`src/rtl/instr_fetch_ctrl_if.sv`:
```
// Fetch controller bus bundle: instruction-memory address/data, redirect
// request from the branch unit, and the valid/ready instruction stream to decode.
//   master : fetch controller side (drives imem_addr and the instr_* stream)
//   slave  : environment side (memory, branch unit, decode)
interface instr_fetch_ctrl_if #(
  parameter int unsigned ADDR_WIDTH = 32,
  parameter int unsigned DATA_WIDTH = 32
) ();
  logic [ADDR_WIDTH-1:0] imem_addr;
  logic [DATA_WIDTH-1:0] imem_data;
  logic                  redirect_valid;
  logic [ADDR_WIDTH-1:0] redirect_pc;
  logic                  instr_valid;
  logic                  instr_ready;
  logic [DATA_WIDTH-1:0] instr;
  logic [ADDR_WIDTH-1:0] instr_pc;

  modport master (
    output imem_addr, instr_valid, instr, instr_pc,
    input  imem_data, redirect_valid, redirect_pc, instr_ready
  );

  modport slave (
    input  imem_addr, instr_valid, instr, instr_pc,
    output imem_data, redirect_valid, redirect_pc, instr_ready
  );
endinterface

```
`src/rtl/instr_fetch_ctrl.sv`:
```
// PC sequencer / fetch controller. Issues word-aligned fetches to a memory with
// one-cycle registered read latency, queues responses in a 2-entry buffer and
// presents them to decode over valid/ready. A redirect flushes the buffer,
// squashes the in-flight response and restarts fetch at the target.
//
// Ports:
//   clk          clock, rising edge
//   rst          synchronous active-high reset
//   bus          instr_fetch_ctrl_if.master (imem_addr/imem_data,
//                redirect_valid/redirect_pc, instr_valid/instr_ready/instr/instr_pc)
//   fetch_fault  sticky out-of-range fetch flag (only with FETCH_BOUND_CHECK_EN)
//
// Build option: define FETCH_BOUND_CHECK_EN to replace responses from
// PC >= MEM_SIZE*4 with a NOP and raise fetch_fault.
module instr_fetch_ctrl #(
  parameter int unsigned           ADDR_WIDTH = 32,
  parameter int unsigned           DATA_WIDTH = 32,
  parameter int unsigned           MEM_SIZE   = 1024,
  parameter logic [ADDR_WIDTH-1:0] RESET_PC   = '0
) (
  input  logic clk,
  input  logic rst,
`ifdef FETCH_BOUND_CHECK_EN
  output logic fetch_fault,
`endif
  instr_fetch_ctrl_if.master bus
);

  localparam int unsigned BUF_DEPTH = 2;

  typedef enum logic [1:0] {
    S_RUN      = 2'd0,
    S_FULL     = 2'd1,
    S_REDIRECT = 2'd2
  } state_t;

  state_t state_q, state_d;

  logic [ADDR_WIDTH-1:0] fetch_pc_q;
  logic                  inflight_q;
  logic [ADDR_WIDTH-1:0] inflight_pc_q;
  logic [DATA_WIDTH-1:0] buf_data_q [BUF_DEPTH];
  logic [ADDR_WIDTH-1:0] buf_pc_q   [BUF_DEPTH];
  logic                  head_q;
  logic [1:0]            count_q;

  logic                  pop;
  logic                  push;
  logic                  issue;
  logic                  tail;
  logic [1:0]            occupancy;
  logic [1:0]            count_d;
  logic [DATA_WIDTH-1:0] push_data;

  // Decode-facing stream; a redirect kills the handshake in its own cycle.
  assign bus.instr_valid = (count_q != 2'd0) && !bus.redirect_valid;
  assign bus.instr       = buf_data_q[head_q];
  assign bus.instr_pc    = buf_pc_q[head_q];
  assign bus.imem_addr   = fetch_pc_q;

  assign pop  = bus.instr_valid && bus.instr_ready;
  assign tail = head_q ^ count_q[0];

  // Buffered + in-flight instructions left after this cycle's pop; the
  // issue rule keeps this at most 2 so the buffer cannot overflow.
  assign occupancy = count_q - 2'(pop) + 2'(inflight_q);
  assign count_d   = bus.redirect_valid ? 2'd0 : occupancy;

  // State register.
  always_ff @(posedge clk) begin
    if (rst) begin
      state_q <= S_RUN;
    end else begin
      state_q <= state_d;
    end
  end

  // Next-state logic; redirect has priority in every state.
  always_comb begin
    state_d = S_RUN;
    if (bus.redirect_valid) begin
      state_d = S_REDIRECT;
    end else if (count_d == 2'd2) begin
      state_d = S_FULL;
    end
  end

  // FSM outputs: fetch issue and response push.
  always_comb begin
    issue = 1'b0;
    push  = inflight_q && !bus.redirect_valid;
    case (state_q)
      S_REDIRECT:    issue = !bus.redirect_valid;
      S_RUN, S_FULL: issue = !bus.redirect_valid && (occupancy < 2'd2);
      default:       issue = 1'b0;
    endcase
  end

`ifdef FETCH_BOUND_CHECK_EN
  localparam logic [ADDR_WIDTH-1:0] BOUND_ADDR = ADDR_WIDTH'(MEM_SIZE * 4);
  localparam logic [DATA_WIDTH-1:0] NOP_INSTR  = DATA_WIDTH'(32'h0000_0013);

  logic oob;
  assign oob       = inflight_pc_q >= BOUND_ADDR;
  assign push_data = oob ? NOP_INSTR : bus.imem_data;

  // Sticky fault; only a response that actually lands in the buffer counts.
  always_ff @(posedge clk) begin
    if (rst) begin
      fetch_fault <= 1'b0;
    end else if (push && oob) begin
      fetch_fault <= 1'b1;
    end
  end
`else
  assign push_data = bus.imem_data;

  logic [31:0] unused_mem_size;
  assign unused_mem_size = 32'(MEM_SIZE);
`endif

  // Low target bits are discarded to keep fetches word-aligned.
  logic unused_redirect_lsb;
  assign unused_redirect_lsb = ^bus.redirect_pc[1:0];

  // PC sequencing, in-flight tracking and the response buffer.
  always_ff @(posedge clk) begin
    if (rst) begin
      fetch_pc_q    <= {RESET_PC[ADDR_WIDTH-1:2], 2'b00};
      inflight_q    <= 1'b0;
      inflight_pc_q <= '0;
      head_q        <= 1'b0;
      count_q       <= 2'd0;
      for (int i = 0; i < BUF_DEPTH; i++) begin
        buf_data_q[i] <= '0;
        buf_pc_q[i]   <= '0;
      end
    end else begin
      count_q <= count_d;
      if (bus.redirect_valid) begin
        fetch_pc_q <= {bus.redirect_pc[ADDR_WIDTH-1:2], 2'b00};
        inflight_q <= 1'b0;
        head_q     <= 1'b0;
      end else begin
        inflight_q <= issue;
        if (issue) begin
          inflight_pc_q <= fetch_pc_q;
          fetch_pc_q    <= fetch_pc_q + ADDR_WIDTH'(4);
        end
        if (push) begin
          buf_data_q[tail] <= push_data;
          buf_pc_q[tail]   <= inflight_pc_q;
        end
        if (pop) begin
          head_q <= ~head_q;
        end
      end
    end
  end

endmodule

```
`src/flat_wrapper.sv`:
```
// flat-port wrapper written by rule: the top's interface ports become plain ports
module instr_fetch_ctrl_flat 
#(
  parameter int unsigned           ADDR_WIDTH = 32,
  parameter int unsigned           DATA_WIDTH = 32,
  parameter int unsigned           MEM_SIZE   = 1024,
  parameter logic [ADDR_WIDTH-1:0] RESET_PC   = '0
)
  (clk, rst, bus_imem_addr, bus_instr_valid, bus_instr, bus_instr_pc, bus_imem_data, bus_redirect_valid, bus_redirect_pc, bus_instr_ready);
  instr_fetch_ctrl_if #(.ADDR_WIDTH(ADDR_WIDTH), .DATA_WIDTH(DATA_WIDTH)) bus_i ();
  input  logic clk;
  input  logic rst;
  output wire logic [$bits(bus_i.imem_addr)-1:0] bus_imem_addr;
  output wire logic [$bits(bus_i.instr_valid)-1:0] bus_instr_valid;
  output wire logic [$bits(bus_i.instr)-1:0] bus_instr;
  output wire logic [$bits(bus_i.instr_pc)-1:0] bus_instr_pc;
  input wire logic [$bits(bus_i.imem_data)-1:0] bus_imem_data;
  input wire logic [$bits(bus_i.redirect_valid)-1:0] bus_redirect_valid;
  input wire logic [$bits(bus_i.redirect_pc)-1:0] bus_redirect_pc;
  input wire logic [$bits(bus_i.instr_ready)-1:0] bus_instr_ready;
  assign bus_imem_addr = bus_i.imem_addr;
  assign bus_instr_valid = bus_i.instr_valid;
  assign bus_instr = bus_i.instr;
  assign bus_instr_pc = bus_i.instr_pc;
  assign bus_i.imem_data = bus_imem_data;
  assign bus_i.redirect_valid = bus_redirect_valid;
  assign bus_i.redirect_pc = bus_redirect_pc;
  assign bus_i.instr_ready = bus_instr_ready;
  instr_fetch_ctrl #(.ADDR_WIDTH(ADDR_WIDTH), .DATA_WIDTH(DATA_WIDTH), .MEM_SIZE(MEM_SIZE), .RESET_PC(RESET_PC)) u_core (.clk(clk), .rst(rst), .bus(bus_i));
endmodule
```
`config.mk`:
```
export PLATFORM = sky130hd
export DESIGN_NAME = instr_fetch_ctrl_flat
export DESIGN_NICKNAME = d
export VERILOG_FILES = /design/src/rtl/instr_fetch_ctrl_if.sv /design/src/rtl/instr_fetch_ctrl.sv /design/src/flat_wrapper.sv
export SDC_FILE = /design/constraint.sdc
export NUM_CORES = 1
export LEC_CHECK = 0
export CORE_ASPECT_RATIO = 1.2
export CORE_MARGIN = 2
export CORE_UTILIZATION = 60
export DETAILED_ROUTE_END_ITERATION = 6
export DONT_BUFFER_PORTS = 1
export PLACE_DENSITY = 0.77
export SYNTH_ARGS = -nofsm -noshare
export SYNTH_HDL_FRONTEND = slang
export SYNTH_SLANG_ARGS = --single-unit
```
`constraint.sdc`:
```
create_clock -name clk -period 18.6 [get_ports clk]
set_input_delay 1.86 -clock clk [delete_from_list [all_inputs] [get_ports clk]]
set_output_delay 1.86 -clock clk [all_outputs]
set_load 0.01 [all_outputs]
```
==> results of run 1 <==
[cells by family after synthesis]
logic type,after synthesis,share of synthesized area
compound gates,107,0.0864
buf+inv,65,0.0316
flops,191,0.586
mux,62,0.0808
xor+xnor,9,0.0124
other cells,1,0.000434
simple gates,313,0.198
fa+ha+maj,3,0.00434
[state kept, by name, indices dropped and copies added (netlist names), named ones only]
register,count
u_core.buf_data_q,64
u_core.count_q,2
u_core.bus.imem_addr,30
u_core.state_q,2
u_core.inflight_pc_q,30
u_core.buf_pc_q,60
u_core.head_q,1
u_core.inflight_q,1
[where the power goes]
part / switching (mW) / total [mW] / internal, mW
registers: 0.0174 / 0.488 / 0.470
logic: 0.0305 / 0.0476 / 0.0171
clock network: 0.149 / 0.360 / 0.211
[per-stage QoR]
stage          hold WS (ns)  utilization  area, um^2  instances
2_1_floorplan         0.440            -        8650        754
4_1_cts               0.458        0.655        9320        913
5_1_grt               0.466        0.655        9320        914
6_report              0.460        0.655        9320        914
3_3_place_gp          0.442        0.614        8740        881
3_5_place_dp          0.449        0.614        8740        881
[final cells by class]
cell class,count,share of cell area
Multi-Input combinational cell,498,0.361
Timing Repair Buffer,6,0.00483
Tap cell,175,0.0235
Inverter,11,0.00443
Sequential cell,191,0.543
Clock inverter,8,0.0107
Antenna cell,1,0.000268
Clock buffer,24,0.0518
[Yosys cell counts, types with 4 or more instances]
master and number:
o31ai_1 5, nor4_1 11, nand2_1 82, a2111oi_0 4, o21ai_0 9, mux2_2 62, and2_1 132, a21oi_1 32
nor2_1 29, edfxtp_1 124, clkbuf_1 43, a311oi_1 13, dfxtp_1 67, a2111oi_1 4, or3_1 7, nand4_1 11
a211oi_1 10, inv_1 11, xnor2_1 4, and3_1 8, o311ai_0 4, o211ai_1 9, or4b_1 4, buf_4 5
a31oi_1 6, nor3_1 6, nand3_1 8
[routing by layer]
metal | global-route usage | wire (um) | share of wire | vias to the layer above
met1 | 0.294 | 7700 | 0.43 | 2694
met5 | 0 | 0 | 0 | -
met2 | 0.377 | 8750 | 0.48 | 193
li1 | - | - | - | 2664
met3 | 0.0667 | 1200 | 0.066 | 29
met4 | 0.103 | 433 | 0.024 | 0
[worst max path at each step]
stage                               end  cells past startpoint
2_1_floorplan   u_core.buf_data_q[0][0]                      4
3_3_place_gp   u_core.bus.imem_addr[27]                      9
3_5_place_dp   u_core.bus.imem_addr[21]                      9
4_1_cts        u_core.bus.imem_addr[21]                      9
5_1_grt        u_core.bus.imem_addr[21]                      9
6_report       u_core.bus.imem_addr[21]                      9
[layout by cell type (no fill, tap or decap), types with 5 or more instances in the layout]
master | synthesis | layout
o31ai_1 | 5 | 5
a211oi_1 | 10 | 9
edfxtp_1 | 124 | 124
clkbuf_1 | 43 | 5
buf_4 | 5 | 6
and3_1 | 8 | 8
mux2_2 | 62 | 62
nor4_1 | 11 | 11
or3_1 | 7 | 7
inv_1 | 11 | 11
o211ai_1 | 9 | 9
and2_1 | 132 | 132
dfxtp_1 | 67 | 66
nand3_1 | 8 | 8
nand2_1 | 82 | 82
a21oi_1 | 32 | 32
a31oi_1 | 6 | 6
nor2_1 | 29 | 27
nand4_1 | 11 | 11
a311oi_1 | 13 | 13
clkbuf_16 | 0 | 18
o21ai_0 | 9 | 7
nor3_1 | 6 | 6
[worst min-delay path: stages, from the launching register on]
cell and delay, ns:
dfxtp_1 0.32, nand2_1 0.05, a21oi_1 0.05
==> run_results.csv, run 1 <==
group,metric,value,unit
setup_path,cp-startpoint,"bus_redirect_valid",
min_path,worstHoldStart,"u_core.inflight_pc_q[22]",
route,drt_iter0_drc,403,
floorplan,die_x,114,um
synth,ys_warn_count,0,
power_and_ir_drop,ir_worst_vdd,0.0595,mV
sta,worst_slew_pin_slew,1.15,ns
clock_tree,clock_path_buffers,2,
finish,n_fill_cell,1096,
floorplan,core-area,14200,um^2
floorplan,io_pins,165,
setup_path,crit_required,18.90,ns
sta,relSlewSlack,0.231,
clock_tree,ctsResizeCount,0,
synth,synth.area.top_cells,"edfxtp_1 43%, dfxtp_1 16%, and2_1 9.6%, mux2_2 8.1%, nand2_1 3.6%",
synth,ys_seq_elements,191,
setup_path,rr_worst_depth,9,
clock_tree,clock_tree.root_cell,"clkbuf_16",
synth,synthesis.area,8640,um^2
sta,fin_skew,0.0118,ns
synth,postSynthAreaPerCell,11.5,um^2
placement,dp_hpwl,11500,um
setup_path,end_kind,"flip-flop",
grt,antenna_found_initial,1,
synth,seq_area_frac_synth,0.586,
clock_tree,insertion_delay,0.42,ns
setup_path,slowest_stage,"a21oi_1",
setup_path,critPathMostFrequentCell,"ha_1",
min_path,hp-class,"flip-flop to flip-flop",
floorplan,start_util,0.607,
synth,synth_top_flop_cell,"edfxtp_1",
setup_path,worstPathArrival,4.75,ns
setup_path,slowest_delay,0.93,ns
setup_path,r2r-start,"u_core.count_q[1]",
route,wl_per_cell,19.8,um
synth,yosysTopAreaCellShare,0.431,
setup_path,crit_type,"input pin to flip-flop",
synth,syn_inst,751,
power_and_ir_drop,power_density,96.0,nW/um^2
setup_path,cp-start-kind,"input pin",
power_and_ir_drop,power_leakage,3.30,nW
route,totalWireLength,18100,um
min_path,holdPathEnd,"u_core.inflight_pc_q[22]",
setup_path,cp.buffers_inverters,1,
clock_tree,cts.clk_slew.worst_paths,0.07,ns
grt,grt_use_total,0.233,
sta,fmax,225,MHz
setup_path,worstPathCellList,"o21ba_2 -> and2_1 -> ha_1 -> inv_1 -> ha_1 -> xor3_1 -> a21oi_1 -> a311oi_1 -> a2111oi_0",
sta,final-max-slew-violation-count,0,
route,dr.pass1.iters,5,
sta,finalSetupTns,0,ns
power_and_ir_drop,finalPower,0.895,mW
sta,finalWorstSetupSlack,14.16,ns
floorplan,die_y,135,um
setup_path,r2r_slack,15.23,ns
clock_tree,cts-buffers-inserted,17,
route,viasPerCell,6.11,
setup_path,r2r-end,"u_core.bus.imem_addr[21]",
sta,hold_viol_final,0,
route,num_vias,5580,
grt,grt_max_degree,67,
clock_tree,htreeDepth,4,
finish,final-seq-area,5070,um^2
placement,io_buffer_count,0,
setup_path,crit_family,"compound AO/OA/AOI/OAI gates",
clock_tree,cts_setup_buffers,0,
clock_tree,cts_tree,"done",
floorplan,placement_rows,48,
grt,grt_pass1_vias,5546,
placement,dp_worst_setup_slack,13.82,ns
grt,grt_pass1_wl,28000,um
finish,nNetsFinal,796,
min_path,whs_path_depth,2,
grt,overflow,0,
clock_tree,hold_buffers,0,
finish,drive_gt1_frac,0.148,
route,drc,0,
route,ant_nets,0,
flow_run,maxCapViolCount,0,
sta,fin_crit,4.44,ns
clock_tree,clock_sinks,191,
sta,finalCritPeriodShare,0.239,
floorplan,die-area,15400,um^2
synth,synth_cell_type_count,54,
sta,setup_violations,0,
sta,grt_setup_unrepaired,"no",
outcome,status,"finished clean",
setup_path,critPathMaxFanout,36,
synth,async_flop_share,0,
synth,synth-edff-count,124,
placement,gp_congestion,0.834,
finish,syn2layout_area_growth,7.87,%
finish,multi_input_area,3370,um^2
synth,synth.largest_area_cell,"edfxtp_1",
Note: power is estimated with default switching activity, not from simulation.
==> run 2: changes to the inputs <==
--- a/config.mk
+++ b/config.mk
@@ -5,12 +5,13 @@
 export SDC_FILE = /design/constraint.sdc
 export NUM_CORES = 1
 export LEC_CHECK = 0
+export ABC_AREA = 1
 export CORE_ASPECT_RATIO = 1.2
 export CORE_MARGIN = 2
-export CORE_UTILIZATION = 60
+export CORE_UTILIZATION = 57
 export DETAILED_ROUTE_END_ITERATION = 6
 export DONT_BUFFER_PORTS = 1
-export PLACE_DENSITY = 0.77
+export PLACE_DENSITY = 0.76
 export SYNTH_ARGS = -nofsm -noshare
 export SYNTH_HDL_FRONTEND = slang
 export SYNTH_SLANG_ARGS = --single-unit
==> constraint.sdc (replaced) <==
create_clock -name clk -period 3.56 [get_ports clk]
set_input_delay 0.356 -clock clk [delete_from_list [all_inputs] [get_ports clk]]
set_output_delay 0.356 -clock clk [all_outputs]
set_load 0.01 [all_outputs]
==> run 2 against run 1 <==
  * Core utilization is 2.4 points lower
  * Register-to-register slack worse by 14 ns
  * Cell count is 21% higher
  * Worst hold slack worse by 0.40 ns
  * First-iteration DRC count is 19% higher
  * Sequential power grew to 5.3 times the previous value
  * Synthesized area is 1.6% higher
  * Count of clock-buffer cells in the layout is 4 lower
  * Critical endpoint is now u_core.bus.imem_addr[3]
  * Largest cell class unchanged
==> run_results.csv, run 2 <==
group,metric,value,unit
route,routed.top_layer,"met4",
synth,ys_seq_elements,191,
power_and_ir_drop,ir_worst_vdd,0.327,mV
clock_tree,htreeDepth,4,
synth,synth_top_flop_cell,"edfxtp_1",
sta,hold_ws,0.0570,ns
floorplan,die-area,16400,um^2
floorplan,core-area,15000,um^2
synth,ys_warn_count,0,
power_and_ir_drop,p_int,3.59,mW
setup_path,cp-start-kind,"flip-flop",
clock_tree,cts-buffers-inserted,17,
sta,relSlewSlack,0.373,
floorplan,die_x,117,um
finish,layout_common_cells,"154 x nor2_1, 124 x edfxtp_1, 115 x nand2_1",
clock_tree,cts.clk_slew.worst_paths,0.07,ns
power_and_ir_drop,power_density,498,nW/um^2
sta,fin_skew,0.00816,ns
setup_path,end_kind,"flip-flop",
finish,syn2layout_area_growth,7.95,%
flow_run,maxCapViolCount,0,
grt,antenna_found_initial,0,
setup_path,worstPathArrival,3.04,ns
synth,synthesis.area,8780,um^2
floorplan,start_util,0.585,
synth,synth.largest_area_cell,"edfxtp_1",
placement,io_buffer_count,0,
finish,n_fill_cell,1259,
synth,synth.area.top_cells,"edfxtp_1 42%, dfxtp_1 15%, mux2_2 8.0%, nor2_1 6.6%, nand2_1 5.0%",
min_path,hp-class,"input pin to flip-flop",
floorplan,placement_rows,49,
synth,synth_cell_type_count,38,
synth,postSynthAreaPerCell,9.76,um^2
clock_tree,insertion_delay,0.42,ns
synth,syn_inst,900,
route,drc,0,
route,ant_nets,0,
outcome,status,"finished clean",
grt,grt_pass1_wl,30300,um
floorplan,die_y,140,um
sta,finalSetupTns,0,ns
finish,nNetsFinal,958,
placement,dp_hpwl,12500,um
grt,grt_pass1_vias,5900,
setup_path,cp-startpoint,"u_core.count_q[0]",
placement,gp_congestion,0.970,
finish,diodes,0,
route,num_vias,5982,
setup_path,r2r-start,"u_core.count_q[0]",
sta,finalCritPeriodShare,0.756,
route,wl_met2,9180,um
grt,grt_use_total,0.233,
power_and_ir_drop,seq_power_share,0.545,
setup_path,critPathMaxFanout,44,
min_path,worstHoldStart,"bus_redirect_pc[2]",
finish,layout_commonest_cell,"nor2_1",
route,wl_met1,7740,um
finish,regMostFlops,"u_core.buf_data_q",
power_and_ir_drop,clkPwrFrac,0.386,
setup_path,crit_required,3.92,ns
setup_path,r2r_slack,0.87,ns
synth,synth-edff-count,124,
clock_tree,cts_tree,"done",
power_and_ir_drop,switching_power,1.13,mW
finish,reg.largest.list,"u_core.buf_data_q x64, u_core.buf_pc_q x60",
clock_tree,clock_tree.root_cell,"clkbuf_16",
clock_tree,clock_path_buffers,2,
sta,grt_setup_unrepaired,"no",
synth,synth_most_common_cell,"nor2_1",
placement,dpl_cell_area,8900,um^2
grt,overflow,0,
grt,grt_max_degree,63,
sta,fin_crit,2.69,ns
clock_tree,clock_sinks,191,
route,dr.pass1.iters,4,
sta,setup_violations,0,
synth,seq_area_frac_synth,0.577,
finish,drive_gt1_frac,0.157,
route,totalWireLength,18700,um
synth,async_flop_share,0,
sta,fmax,372,MHz
finish,largest_register_ffs,64,
power_and_ir_drop,power_leakage,3.80,nW
setup_path,crit_type,"flip-flop to flip-flop",
synth,ys_top_cells_by_count,"154 x nor2_1, 124 x edfxtp_1, 117 x nand2_1, 109 x inv_1, 70 x nand3_1",
power_and_ir_drop,swShare,0.240,
sta,worst_slew_pin_slew,0.939,ns
route,wl_met3,1260,um
sta,hold_viol_final,0,
power_and_ir_drop,power_frac_comb,0.069,
sta,final-max-slew-violation-count,0,
route,drt_iter0_drc,478,
placement,dpl.cell_count,1071,
synth,yosysTopAreaCellShare,0.424,
route,wl_per_cell,16.9,um
route,viasPerCell,5.42,
finish,design_area,9480,um^2
floorplan,io_pins,165,
finish,final_cells,1104,
==> run 2: cell types whose count changed in the layout (fill, tap and decap cells not counted), moves of 9 or more <==
cell / delta
nand3_1: +61
and2_1: -132
o21ai_1: +24
nor4_1: -11
nand2_2: +9
nand2_1: +33
a311oi_1: -13
inv_1: +98
o21ai_0: +13
a211oi_1: -9
nor2_1: +127
==> run 2: repair_timing <==
item / 4_1_cts / 5_1_grt
resized for setup: 0 / 0
buffers inserted: 0 / 0
endpoints found under the hold margin: 3 / 0
hold buffers: 1 / 0
==> run 2: cell families (layout without fill, tap and decap cells) <==
group,count (synthesis),count (layout),share of synthesized area
compound gates,83,83,0.0494
xor+xnor,11,11,0.0110
fa+ha+maj,3,3,0.00428
buf+inv,162,159,0.0791
flops,191,191,0.577
mux,62,62,0.0795
other cells,1,4,0.000427
simple gates,387,387,0.199
==> run 2: per-stage QoR <==
step / setup slack [ns] / utilization / total power, mW
6_report: 0.870 / 0.631 / 4.72
5_1_grt: 0.554 / 0.631 / 4.89
4_1_cts: 0.836 / 0.631 / 4.75
3_5_place_dp: 0.853 / 0.593 / 2.95
3_3_place_gp: 0.913 / 0.593 / 2.93
2_1_floorplan: 0.641 / - / 2.86
==> run 2: final timing paths <==
kind | to | cells after the start
max reg2reg | u_core.bus.imem_addr[3] | 15
min reg2reg | u_core.inflight_pc_q[3] | 2
max | u_core.bus.imem_addr[3] | 15
min | u_core.bus.imem_addr[2] | 2
==> run 2: power groups by stage <==
stage               sequential [mW]  clock [mW]  combinational [mW]
floorplan                      2.59           0               0.270
CTS                            2.57        1.84               0.331
detailed placement             2.62           0               0.326
finish                         2.57        1.82               0.326
global placement               2.61           0               0.319
global route                   2.59        1.94               0.369
==> run 2: layout make-up <==
type / instances / area (um^2) / area share
Clock buffer: 20 / 458 / 0.0483
Clock inverter: 12 / 106 / 0.0112
Tap cell: 204 / 255 / 0.0269
Sequential cell: 191 / 5070 / 0.534
Inverter: 118 / 443 / 0.0467
Timing Repair Buffer: 9 / 108 / 0.0114
Multi-Input combinational cell: 550 / 3040 / 0.321
==> run 2: per-layer routing <==
| metal | track usage | vias up |
|---|---|---|
| met5 | 0 | - |
| met4 | 0.0926 | 0 |
| met3 | 0.0615 | 31 |
| met2 | 0.394 | 219 |
| met1 | 0.287 | 2803 |
| li1 | - | 2929 |
==> run 2: critical path: stages (launching register included) <==
cell and delay [ns]:
dfxtp_1 0.37, nor2_1 0.05, nor2_1 0.24, nand2_1 0.13, inv_1 0.08, ha_1 0.23
inv_1 0.06, ha_1 0.15, inv_1 0.04, nand2_1 0.08, nand3_2 0.08, nand2_4 0.39
nand2_4 0.20, inv_2 0.26, nand2_1 0.08, a21oi_1 0.14
